### config.mk
export PLATFORM = sky130hd
export DESIGN_NAME = timer_prog
export DESIGN_NICKNAME = d
export VERILOG_FILES = /design/src/rtl/timer_pkg.sv /design/src/rtl/timer_prescaler.sv /design/src/rtl/timer_prog.sv
export SDC_FILE = /design/constraint.sdc
export NUM_CORES = 1
export LEC_CHECK = 0
export CAP_MARGIN = 20
export CORE_MARGIN = 2
export CORE_UTILIZATION = 50
export DETAILED_ROUTE_END_ITERATION = 12
export GPL_TIMING_DRIVEN = 0
export PLACE_DENSITY_LB_ADDON = 0.05
export SLEW_MARGIN = 25
export SYNTH_ARGS = -nofsm -noshare
export SYNTH_HDL_FRONTEND = slang
export SYNTH_HIERARCHICAL = 1
export SYNTH_SLANG_ARGS = --single-unit
export TNS_END_PERCENT = 10
### constraint.sdc
create_clock -name div_clk -period 3 [get_ports div_clk]
set_input_delay 0.9 -clock div_clk [delete_from_list [all_inputs] [get_ports div_clk]]
set_output_delay 0.9 -clock div_clk [all_outputs]
set_load 0.1 [all_outputs]
### src/rtl/timer_pkg.sv
// Shared types and constants for the programmable interval timer.
//   state_e       : timer FSM state (IDLE, RUN)
//   MODE_ONESHOT  : stop after the first terminal count
//   MODE_PERIODIC : auto-reload and keep running after each terminal count
package timer_pkg;

  typedef enum logic [0:0] {
    IDLE = 1'b0,
    RUN  = 1'b1
  } state_e;

  localparam logic MODE_ONESHOT  = 1'b0;
  localparam logic MODE_PERIODIC = 1'b1;

endpackage

### src/rtl/timer_prescaler.sv
// Prescale counter for timer_prog. Only built when TIMER_PRESCALE_EN is defined.
// The counter advances on every enabled cycle and raises tick on the cycle it
// sits at PRESCALE-1, then wraps to 0.
// Ports:
//   div_clk : timer clock, rising edge
//   rst     : asynchronous active-high reset
//   clear   : synchronous clear (start, abort or timer idle); wins over enable
//   enable  : advance the prescaler this cycle
//   tick    : high on the enabled cycle where the prescaler reaches PRESCALE-1
`ifdef TIMER_PRESCALE_EN
module timer_prescaler #(
  parameter int unsigned PRESCALE = 4
) (
  input  logic div_clk,
  input  logic rst,
  input  logic clear,
  input  logic enable,
  output logic tick
);

  localparam int unsigned CntW = (PRESCALE > 1) ? $clog2(PRESCALE) : 1;
  localparam logic [CntW-1:0] LastVal = CntW'(PRESCALE - 1);

  logic [CntW-1:0] cnt_q, cnt_d;

  assign tick = enable && !clear && (cnt_q == LastVal);

  always_comb begin
    cnt_d = cnt_q;
    if (clear) begin
      cnt_d = '0;
    end else if (enable) begin
      cnt_d = tick ? '0 : cnt_q + CntW'(1);
    end
  end

  always_ff @(posedge div_clk or posedge rst) begin
    if (rst) begin
      cnt_q <= '0;
    end else begin
      cnt_q <= cnt_d;
    end
  end

endmodule
`endif

### src/rtl/timer_prog.sv
// Programmable interval timer in the divided-clock domain.
// Counts enabled ticks from 0 up to a limit latched at start and emits a one-cycle
// terminado pulse on the terminal count; one-shot or periodic (auto-reload) mode.
// Optional macro TIMER_PRESCALE_EN: adds parameter PRESCALE and divides the enabled
// cycles by PRESCALE before they reach the main counter.
// Ports:
//   div_clk    : timer clock, rising edge
//   rst        : asynchronous active-high reset
//   start      : pulse; latch time_value/periodic and (re)start counting from 0
//   abort      : pulse; stop and return to IDLE (highest priority)
//   contando   : level count enable; 0 freezes the count
//   periodic   : mode sampled with start (1 = auto-reload, 0 = one-shot)
//   time_value : terminal count sampled with start
//   terminado  : registered one-cycle pulse on terminal count
//   busy       : high while in RUN
//   count      : registered current count
module timer_prog
  import timer_pkg::*;
#(
  parameter int unsigned WIDTH      = 8,
  parameter int unsigned RESET_MODE = 1
`ifdef TIMER_PRESCALE_EN
  ,
  parameter int unsigned PRESCALE   = 4
`endif
) (
  input  logic             div_clk,
  input  logic             rst,
  input  logic             start,
  input  logic             abort,
  input  logic             contando,
  input  logic             periodic,
  input  logic [WIDTH-1:0] time_value,
  output logic             terminado,
  output logic             busy,
  output logic [WIDTH-1:0] count
);

  localparam logic ResetModeVal = (RESET_MODE != 0) ? MODE_PERIODIC : MODE_ONESHOT;

  state_e           state_q, state_d;
  logic [WIDTH-1:0] count_q, count_d;
  logic [WIDTH-1:0] limit_q, limit_d;
  logic             mode_q, mode_d;
  logic             term_q, term_d;
  logic             tick;

`ifdef TIMER_PRESCALE_EN
  timer_prescaler #(
    .PRESCALE (PRESCALE)
  ) u_prescaler (
    .div_clk (div_clk),
    .rst     (rst),
    .clear   (abort || start || (state_q == IDLE)),
    .enable  ((state_q == RUN) && contando),
    .tick    (tick)
  );
`else
  assign tick = contando;
`endif

  // Priority: abort, then start, then terminal count.
  always_comb begin
    state_d = state_q;
    count_d = count_q;
    limit_d = limit_q;
    mode_d  = mode_q;
    term_d  = 1'b0;
    if (abort) begin
      state_d = IDLE;
      count_d = '0;
    end else if (start) begin
      state_d = RUN;
      count_d = '0;
      limit_d = time_value;
      mode_d  = periodic;
    end else if (state_q == RUN) begin
      if (tick) begin
        if (count_q == limit_q) begin
          count_d = '0;
          term_d  = 1'b1;
          if (mode_q == MODE_ONESHOT) begin
            state_d = IDLE;
          end
        end else begin
          count_d = count_q + WIDTH'(1);
        end
      end
    end else begin
      count_d = '0;
    end
  end

  always_ff @(posedge div_clk or posedge rst) begin
    if (rst) begin
      state_q <= IDLE;
      count_q <= '0;
      limit_q <= '0;
      mode_q  <= ResetModeVal;
      term_q  <= 1'b0;
    end else begin
      state_q <= state_d;
      count_q <= count_d;
      limit_q <= limit_d;
      mode_q  <= mode_d;
      term_q  <= term_d;
    end
  end

  assign terminado = term_q;
  assign busy      = (state_q == RUN);
  assign count     = count_q;

endmodule

==> impl_metrics.env <==
export IMPL_seqCellArea_um2=477
export IMPL_hold_path_class="register to register"
export IMPL_clock_root_buffer="clkbuf_4"
export IMPL_dp_hpwl_um=1410
export IMPL_drtIter0Drc=4
export IMPL_skew_ns=0.00696
export IMPL_yosys_warnings=6
export IMPL_layout_commonest_cell="clkdlybuf4s50_1"
export IMPL_clk_pin_slew_ns=0.11
export IMPL_start_util=0.535
export IMPL_grt_pass1_vias=645
export IMPL_setup_viol=0
export IMPL_comb_power_share=0.167
export IMPL_synth_main_ff_cell="dfrtp_1"
export IMPL_fp_coreArea_um2=1750
export IMPL_path_max_fanout=7
export IMPL_hold_violations=0
export IMPL_synth_nets=96
export IMPL_antenna_cells=0
export IMPL_p_seq_frac=0.580
export IMPL_cts_tree="done"
export IMPL_viasPerCell=5.37
export IMPL_drc=0
export IMPL_final_core_util=0.701
export IMPL_drv_slew=0
export IMPL_yosysSeqAreaShare=0.511
export IMPL_fp_dieH_um=47.2
export IMPL_drive_gt1_frac=0.157
export IMPL_maxCapViolCount=0
export IMPL_die_w_um=47.2
export IMPL_crit_required_ns=2.10
export IMPL_finalSetupTns_ns=0
export IMPL_cpPeakStageDelay_ns=1.18
export IMPL_drt_first_pass_iters=4
export IMPL_io_buffers=23
export IMPL_clock_path_buffers=2
export IMPL_synth_edff_count=0
export IMPL_grt_setup_unrepaired="no"
export IMPL_p_int_w=0.000375
export IMPL_worstSetupStartpointType="register"
export IMPL_period_minus_slack_ns=2.88
export IMPL_synth_area_um2=933
export IMPL_hold_buffers=0
export IMPL_htreeDepth=1
export IMPL_p_sw_frac=0.250
export IMPL_reg2reg_slack_ns=1.47
export IMPL_vias=714
export IMPL_netlist_cell_type_count=24
export IMPL_multiInputGateArea_um2=440
export IMPL_path_cells="clkdlybuf4s50_1"
export IMPL_status="complete, no violations"
export IMPL_final_nets=124
export IMPL_place_ws_ns=0.436
export IMPL_antenna_found_initial=0
export IMPL_timing_final_crit_share=0.960
export IMPL_setup_ws_ns=0.121
export IMPL_die_area_um2=2230
export IMPL_rows=15
export IMPL_p_per_area_nw_per_um2=409
export IMPL_slowest_stage="clkdlybuf4s50_1"
export IMPL_synth_area_per_cell_um2=11.5
export IMPL_cp_top_family="buffers and inverters"
export IMPL_cp_end_kind="output port"
export IMPL_fillCellCount=140
export IMPL_grt_total_usage=0.183
export IMPL_holdWs_ns=0.537
export IMPL_fmax_ghz=0.347
export IMPL_maxSlewHeadroom=0.346
export IMPL_yosys_top_cells_area="dfrtp_1 (48%), mux2_2 (11%), xnor2_1 (7.5%), nand4_1 (4.7%), xor2_1 (4.7%)"
export IMPL_p_leak_nw=0.497
export IMPL_io_pin_count=24
export IMPL_crit_buf_inv=1
export IMPL_area_delta_synth_final_pct=31.1
export IMPL_synth_top_cell_area_share=0.483
export IMPL_final_cell_mix="clkdlybuf4s50_1 (22), dfrtp_1 (18), mux2_2 (9)"
export IMPL_drtAntennaViolNets=0
export IMPL_pwr_share_clk=0.252
export IMPL_routabilityCongestion=0.808
export IMPL_worst_pin_slew_ns=0.978
export IMPL_p_sw_w=0.000125
export IMPL_totalWireLength_um=1790
export IMPL_grt_pass1_wl_um=2840
export IMPL_synthCells=81
export IMPL_grt_overflow=0
export IMPL_cts_made_buffers=3
export IMPL_wire_per_inst_um=13.4
export IMPL_clock_latency_ns=0.29
export IMPL_yosys_register_bits=19
export IMPL_worstPathArrival_ns=1.98
export IMPL_grt_max_degree=20
export IMPL_synth_async_sr_flop_share=1.00
export IMPL_clock_sinks=19
export IMPL_synth_area_leader_cell="dfrtp_1"
export IMPL_vdd_drop_max_mv=0.334
export IMPL_critPathKind="register to output port"
cell type report:
class                      count  share of cell area
multi-input combinational     58               0.360
sequential                    19               0.390
timing repair buffer          23               0.190
clock buffer                   4              0.0215
inverter                       3             0.00920
buffer                         1             0.00409
tap                           25              0.0256
routing by layer:
layer	up-vias	wire length, µm	GRT usage	share of wire
met5	-	0	0	0
met4	0	17	0.0667	0.0095
met3	4	56	0.0346	0.031
met2	18	925	0.326	0.52
met1	350	787	0.217	0.44
li1	342	-	-	-
power by group through the flow:
stage                logic, W  clock network, W  registers, W
floorplan           0.0000465                 0      0.000302
CTS                 0.0000851          0.000132      0.000291
global route        0.0000910          0.000143      0.000293
detailed placement  0.0000848                 0      0.000296
finish              0.0000837          0.000126      0.000291
global placement    0.0000814                 0      0.000295
state kept, by name, indices dropped and copies added (netlist names):
name and flops:
count 8, terminado 1, busy 1, limit_q 8, mode_q 1
kinds of logic (layout without fill, tap and decap cells):
family,after synthesis,after routing,share of synthesized area
mux,9,9,0.109
compound gates,9,9,0.0724
flops,19,19,0.511
simple gates,26,26,0.155
fa+ha+maj,1,1,0.0134
buf+inv,4,31,0.0174
xor+xnor,13,13,0.122
repair_timing:
| action | CTS | global route |
|---|---|---|
| setup buffers | 0 | 0 |
| gates resized for setup | 0 | 1 |
| endpoints found under the setup margin | 0 | 1 |
Yosys cell counts (2+ instances only):
library cell and number:
xnor2_1 8, inv_1 3, nor2_1 7, nand2_1 4, o211ai_1 2, o21ai_0 3, and3_1 2, nand4_1 7
xor2_1 5, mux2_2 9, dfrtp_1 18
through the flow:
step	power, W	cells	instance area (µm²)
floorplan	0.000349	81	933
global placement	0.000376	129	1190
detailed placement	0.000381	129	1190
CTS	0.000508	133	1220
global route	0.000527	133	1220
finish	0.000501	133	1220
worst paths after layout:
kind	end	depth (start not counted)	start
max	count[1]	1	count[1]
min	limit_q[5]	1	limit_q[5]
max reg2reg	count[4]	4	count[2]
min reg2reg	limit_q[5]	1	limit_q[5]
max in group asynchronous	limit_q[6]	2	rst
min in group asynchronous	count[4]	2	rst
Power figures use the tool's default switching activity.
